`src/rtl/axi_lite_slv_mem.sv`:
```
// AXI4-Lite slave endpoint backed by a DEPTH x 32 register memory.
// Optional macro AXI_LITE_SLV_MEM_ADDR_ERR_EN: out-of-range accesses get SLVERR instead of aliasing.
module axi_lite_slv_mem #(
  parameter int ADDR_W = 12,
  parameter int DATA_W = 32,
  parameter int DEPTH  = 16
) (
  input  logic              clock,
  input  logic              reset,
  input  logic              awvalid,
  output logic              awready,
  input  logic [ADDR_W-1:0] awaddr,
  input  logic              wvalid,
  output logic              wready,
  input  logic [DATA_W-1:0] wdata,
  input  logic [DATA_W/8-1:0] wstrb,
  output logic              bvalid,
  input  logic              bready,
  output logic [1:0]        bresp,
  input  logic              arvalid,
  output logic              arready,
  input  logic [ADDR_W-1:0] araddr,
  output logic              rvalid,
  input  logic              rready,
  output logic [DATA_W-1:0] rdata,
  output logic [1:0]        rresp
);

  localparam int IDX_W = $clog2(DEPTH);
  localparam int NBYTE = DATA_W / 8;

  typedef enum logic [1:0] {S_IDLE, S_AW, S_W, S_RESP} state_t;

  state_t              r_state;
  state_t              w_state_nxt;
  logic                r_rdy_en;
  logic [ADDR_W-1:0]   r_awaddr;
  logic [DATA_W-1:0]   r_wdata;
  logic [NBYTE-1:0]    r_wstrb;
  logic [DATA_W-1:0]   r_mem [DEPTH];
  logic [1:0]          r_bresp;
  logic [1:0]          r_rresp;
  logic                r_rvalid;
  logic [DATA_W-1:0]   r_rdata;

  logic                w_aw_hs;
  logic                w_w_hs;
  logic                w_ar_hs;
  logic                w_commit;
  logic [ADDR_W-1:0]   w_waddr;
  logic [DATA_W-1:0]   w_wdat;
  logic [NBYTE-1:0]    w_wstb;
  logic [IDX_W-1:0]    w_widx;
  logic [IDX_W-1:0]    w_ridx;
  logic                w_werr;
  logic                w_rerr;
  logic                w_unused;

  assign awready = r_rdy_en & ((r_state == S_IDLE) | (r_state == S_W));
  assign wready  = r_rdy_en & ((r_state == S_IDLE) | (r_state == S_AW));
  assign bvalid  = (r_state == S_RESP);
  assign bresp   = r_bresp;
  assign arready = r_rdy_en & ~r_rvalid;
  assign rvalid  = r_rvalid;
  assign rdata   = r_rdata;
  assign rresp   = r_rresp;

  assign w_aw_hs = awvalid & awready;
  assign w_w_hs  = wvalid & wready;
  assign w_ar_hs = arvalid & arready;

  // Commit on the edge completing whichever of AW/W handshakes comes last
  assign w_commit = ((r_state == S_IDLE) & w_aw_hs & w_w_hs) |
                    ((r_state == S_AW) & w_w_hs) |
                    ((r_state == S_W) & w_aw_hs);

  assign w_waddr = w_aw_hs ? awaddr : r_awaddr;
  assign w_wdat  = w_w_hs ? wdata : r_wdata;
  assign w_wstb  = w_w_hs ? wstrb : r_wstrb;
  assign w_widx  = w_waddr[IDX_W+1:2];
  assign w_ridx  = araddr[IDX_W+1:2];

`ifdef AXI_LITE_SLV_MEM_ADDR_ERR_EN
  function automatic logic f_out_of_range(input logic [ADDR_W-1:0] a);
    return (a >> (IDX_W + 2)) != '0;
  endfunction
  assign w_werr = f_out_of_range(w_waddr);
  assign w_rerr = f_out_of_range(araddr);
`else
  assign w_werr = 1'b0;
  assign w_rerr = 1'b0;
`endif

  // Byte-offset and aliased upper address bits carry no meaning for the memory
  assign w_unused = ^{w_waddr, araddr};

  always_ff @(posedge clock) begin
    if (reset) r_state <= S_IDLE;
    else       r_state <= w_state_nxt;
  end

  always_comb begin
    w_state_nxt = r_state;
    case (r_state)
      S_IDLE: begin
        if (w_aw_hs && w_w_hs) w_state_nxt = S_RESP;
        else if (w_aw_hs)      w_state_nxt = S_AW;
        else if (w_w_hs)       w_state_nxt = S_W;
      end
      S_AW:    if (w_w_hs)  w_state_nxt = S_RESP;
      S_W:     if (w_aw_hs) w_state_nxt = S_RESP;
      S_RESP:  if (bready)  w_state_nxt = S_IDLE;
      default: w_state_nxt = S_IDLE;
    endcase
  end

  always_ff @(posedge clock) begin
    if (w_aw_hs) r_awaddr <= awaddr;
    if (w_w_hs) begin
      r_wdata <= wdata;
      r_wstrb <= wstrb;
    end
  end

  always_ff @(posedge clock) begin
    if (reset) begin
      for (int i = 0; i < DEPTH; i++) r_mem[i] <= '0;
      r_rdy_en <= 1'b0;
      r_bresp  <= 2'b00;
      r_rresp  <= 2'b00;
      r_rvalid <= 1'b0;
      r_rdata  <= '0;
    end else begin
      r_rdy_en <= 1'b1;
      if (w_commit) begin
        r_bresp <= w_werr ? 2'b10 : 2'b00;
        if (!w_werr) begin
          for (int b = 0; b < NBYTE; b++)
            if (w_wstb[b]) r_mem[w_widx][8*b +: 8] <= w_wdat[8*b +: 8];
        end
      end
      // Nonblocking read sees the pre-write word when a commit lands on the same edge
      if (w_ar_hs) begin
        r_rvalid <= 1'b1;
        r_rdata  <= w_rerr ? '0 : r_mem[w_ridx];
        r_rresp  <= w_rerr ? 2'b10 : 2'b00;
      end else if (rready) begin
        r_rvalid <= 1'b0;
      end
    end
  end

endmodule

```
`config.mk`:
```
export PLATFORM = sky130hd
export DESIGN_NAME = axi_lite_slv_mem
export DESIGN_NICKNAME = d
export VERILOG_FILES = /design/src/rtl/axi_lite_slv_mem.sv
export SDC_FILE = /design/constraint.sdc
export NUM_CORES = 1
export LEC_CHECK = 0
export BUFFER_PORTS_ARGS = -buffer_cell sky130_fd_sc_hd__buf_4
export CORE_ASPECT_RATIO = 1.4
export CORE_MARGIN = 1.5
export CORE_UTILIZATION = 35
export CTS_BUF_LIST = sky130_fd_sc_hd__clkbuf_2 sky130_fd_sc_hd__clkbuf_4 sky130_fd_sc_hd__clkbuf_8
export CTS_CLUSTER_SIZE = 30
export DETAILED_ROUTE_END_ITERATION = 6
export GPL_TIMING_DRIVEN = 0
export PLACE_DENSITY = 0.56
export SKIP_CTS_REPAIR_TIMING = 1
export SKIP_LAST_GASP = 1
export SLEW_MARGIN = 15
export SYNTH_ARGS = -nofsm -noshare
export SYNTH_HDL_FRONTEND = slang
export SYNTH_SLANG_ARGS = --single-unit
export TNS_END_PERCENT = 5
```
`constraint.sdc`:
```
create_clock -name clock -period 6.8 [get_ports clock]
set_input_delay 1.36 -clock clock [delete_from_list [all_inputs] [get_ports clock]]
set_output_delay 1.36 -clock clock [all_outputs]
set_load 0.01 [all_outputs]
```
; ---- Yosys cells after proc, flatten, opt, wreduce, memory -nomap -nowiden
; Memories as Yosys holds them, arrays and structs flattened. A register that Yosys moved wholly into a read port is not among the register bits.
; Cells that the tools add are included.
[classes]
n_addsub = 0
n_reduce_logical = 5
eq_ne = 7
n_shift = 0
n_mux = 34
bitwise = 15
n_div = 0
order_cmp = 0
mul = 0
[ops]
columns = op, count
row1 = 32-bit two-way mux, 2
row2 = 32-bit OR reduction, 1
row3 = 1-bit two-way mux, 21
row4 = 2-bit two-way mux, 6
row5 = 4-bit two-way mux, 3
row6 = 1-bit AND, 10
row7 = 2-bit one-hot mux with 4 select lines, 1
row8 = 6-bit two-way mux, 1
row9 = "2-bit == test, second input constant", 2
row10 = "2-bit != test, second input constant", 2
row11 = "4-bit by 3-bit != test with 1-bit output, second input constant", 1
row12 = 1-bit bitwise OR, 4
row13 = 4-bit AND reduction, 1
row14 = "2-bit by 1-bit == test with 1-bit output, second input constant", 1
row15 = 2-bit logical NOT, 1
row16 = "2-bit by 1-bit != test with 1-bit output, second input constant", 1
row17 = 2-bit nonzero test, 1
row18 = 1-bit logical AND, 1
row19 = 1-bit NOT, 1
[word_totals]
input_bits = 67
out_inout_bits = 41
memories = 1
latchBits = 0
ram_bits = 512
reg_bits = 46
rom_bits = 0
[memory_table]
columns = memory, words, word_bits, read_ports, rd_ports_with_merged_regs, write_ports, line
row1 = r_mem, 16, 32, 1, 1, 16, 40  ; logic [DATA_W-1:0] r_mem [DEPTH];

; ---- Depth between registers and ports, before layout
[logic_depth]
word_depth = 13
ltp_mapped = 11

; ---- Worst setup path before layout
; No wires, ideal clock.
[synth_path]
kind = input-to-reg
startpoint = input port awaddr[3]
endpoint = memory r_mem[0][0] (enable)
path_slack_ns = 3.539
t_arrival_ns = 2.877
stages = 5
t_required_ns = 6.416
path_cell_list = clkbuf_1 or4_1 nor2_1 a31oi_2 o21ai_0
[synth_rtl]
columns = item, line
row1 = from (decl), 12  ; input logic [ADDR_W-1:0] awaddr,
row2 = to (decl), 40

==> results.ini <==
[outcome]
status = finished clean

[drt]
viasPerCell = 5.49
met3WireLength_um = 6080
antenna_left = 0
wl_met1_um = 31300
met2_length_um = 45100
num_vias = 16900
routed_wl_um = 87500
drt_first_pass_iters = 5
wl_per_cell_um = 28.4
drt_iter0_markers = 1713
drcViolationCount = 0
highest_layer = met4

[final_layout]
drive_above_1_share_pct = 29.9
layout.cells.most_common = edfxtp_1
syn_to_final_growth_pct = 15.4
fillers = 6933
nNetsFinal = 2120
utilization_pct = 40.6
final_cell_mix = edfxtp_1 (512), nor2_1 (505), buf_4 (131)

[global_route]
grt-ovfl-total = 0
grt_pass1_vias = 17500
grt_first_pass_wirelength_um = 123000
grt_max_degree = 12
antenna_found_initial = 1
grt_util_all_layers_pct = 23.0

[synth]
ys_seq_area_share_pct = 65.0
ys_types = 50
avgSynthCellArea_um2 = 14.2
synth_warnings = 0
syn_inst = 1834
synth_largest_area_cell = edfxtp_1
ys_top_cells_by_area = edfxtp_1 (59%), nor2_1 (7.3%), mux4_2 (6.1%)
ys_ff_latch = 588
synthesis.area_um2 = 26000
yosysTopAreaCellShare_pct = 59.1

[sta]
slew_viol_final = 0
finalCriticalPeriod_ps = 3640
final_hold_viol_count = 0
max_slew_margin_pct = 15.2
fin_skew_ps = 27.8
fin_crit_sh_pct = 53.5
fmax_mhz = 275
setup_viol = 0
worstMarginPinSlew_ps = 1270
rsz0062_at_grt = false
fin_setup_tns_ps = 0

[worst_setup_path]
worstPathMaxFanout = 10
crit_path_end_kind = flop
critical_path_class = in2reg
worstSetupStartpointType = input port
max_stage_delay_ps = 1000
required_ps = 7350
crit_chain = buf_2 -> clkbuf_1 -> clkbuf_1 -> nor2b_1 -> nor3_1 -> a221o_1
crit_top_cell = clkbuf_1
cpMaxStageDelayCell = clkbuf_1
cp_data_arrival_time_ps = 4190

[floorplan]
io_pins = 108
dieHeight_um = 326
initial_core_util_pct = 35.2
fp-row-count = 118
core_um2 = 73800
die_w_um = 233
die-area_um2 = 76000

[worst_hold_path]
min_path_type = reg2reg

[power]
irDropWorstVdd_mv = 0.145
p_leak_nw = 10.4
p_per_area_nw_per_um2 = 304

[place]
hpwl_um = 62300
port_buffers = 83
globalplace.congestion = 0.864

[clock_network]
h-tree-depth = 3
tritoncts.num_buffers = 88
clockBufferDepth = 3
worstSkewPairLatency_ps = 690
root_buffer = clkbuf_8
cts_tree = yes
cts.sinks = 588
clk_pin_slew_worst_paths_ps = 60

[flow_run]
max-cap-violations = 0

## critical path, delay by kind of cell
family,cells,cell delay [ps]
buffers and inverters,3,2170
and+or+nand+nor,2,320
AOI/OAI and AO/OA,1,300
## cells by family after synthesis
logic type               Yosys count  share of synthesized area, %
other                              1                        0.0144
buffers and inverters            183                          3.74
multiplexers                     234                          14.6
AND/OR/NAND/NOR                  665                          12.1
flip-flops                       588                          65.0
AO/OA/AOI/OAI                    158                          4.31
adder cells (fa/ha/maj)            5                         0.241
## stage by stage
step / setup WS [ps] / cells / instance area (um^2) / total power, mW / hold WS [ps]
after floorplan: 3540 / 1837 / 26000 / 5.36 / 461
after global placement: 2050 / 2880 / 27800 / 6.06 / 466
after detailed placement: 2570 / 2918 / 28200 / 6.13 / 477
after CTS: 3110 / 3081 / 30000 / 9.12 / 491
after global routing: 3160 / 3082 / 30000 / 9.37 / 500
final: 3160 / 3082 / 30000 / 9.11 / 489
## per-layer routing
layer / vias to the layer above / track usage, %
met1: 8638 / 26.3
li1: 7260 / -
met5: - / 0
met4: 0 / 12.6
met3: 224 / 4.26
met2: 811 / 40.4
## state kept, by name (all words and copies together), names as in the netlist
name / flops
r_state: 2
r_wdata: 32
rdata: 32
rvalid: 1
r_awaddr: 4
r_mem: 512
r_wstrb: 4
r_rdy_en: 1
## final timing paths
| check | depth (start not counted) | slack (ps) | start | to |
|---|---|---|---|---|
| hold reg to reg | 1 | 490 | r_wdata[8] | r_wdata[8] |
| setup / recovery | 6 | 3160 | araddr[5] | rdata[28] |
| hold / removal | 1 | 490 | r_wdata[8] | r_wdata[8] |
| setup reg to reg | 9 | 3310 | r_state[0] | r_mem[13][10] |
## power breakdown
group / switching (mW) / internal, mW
clock network: 1.41 / 1.62
registers: 0.0881 / 4.19
logic: 1.28 / 0.514
total: 2.78 / 6.33
## synthesized netlist by cell type, drive strengths merged
master	number
edfxtp	512
nor2	505
mux2	129
buf	127
mux4	96
dfxtp	76
o21ai	62
nor3	49
clkbuf	44
nor2b	41
nand4	35
a221o	32
o22ai	32
a31oi	15
inv	12
mux2i	9
nand2	8
a21oi	7
nand2b	7
ha	5
nor4	5
nand3	4
o21a	3
and2	2
nor4b	2
o211ai	2
a21boi	1
a21o	1
a22o	1
a311oi	1
and2b	1
and3	1
conb	1
nand3b	1
nor3b	1
o2111a	1
or2	1
or3	1
or4	1
## cell type report
| type | count | area [um^2] | area share (%) |
|---|---|---|---|
| repair buffers | 121 | 931 | 3.10 |
| flip-flops and latches | 588 | 16900 | 56.3 |
| plain buffers | 171 | 928 | 3.09 |
| diodes | 1 | 2.50 | 0.00834 |
| clock buffers | 134 | 1610 | 5.35 |
| inverters | 12 | 45.0 | 0.150 |
| clock inverters | 29 | 211 | 0.705 |
| well taps | 960 | 1200 | 4.00 |
| multi-input cells | 1066 | 8180 | 27.3 |
No activity file was read; power rests on OpenSTA's default activity.
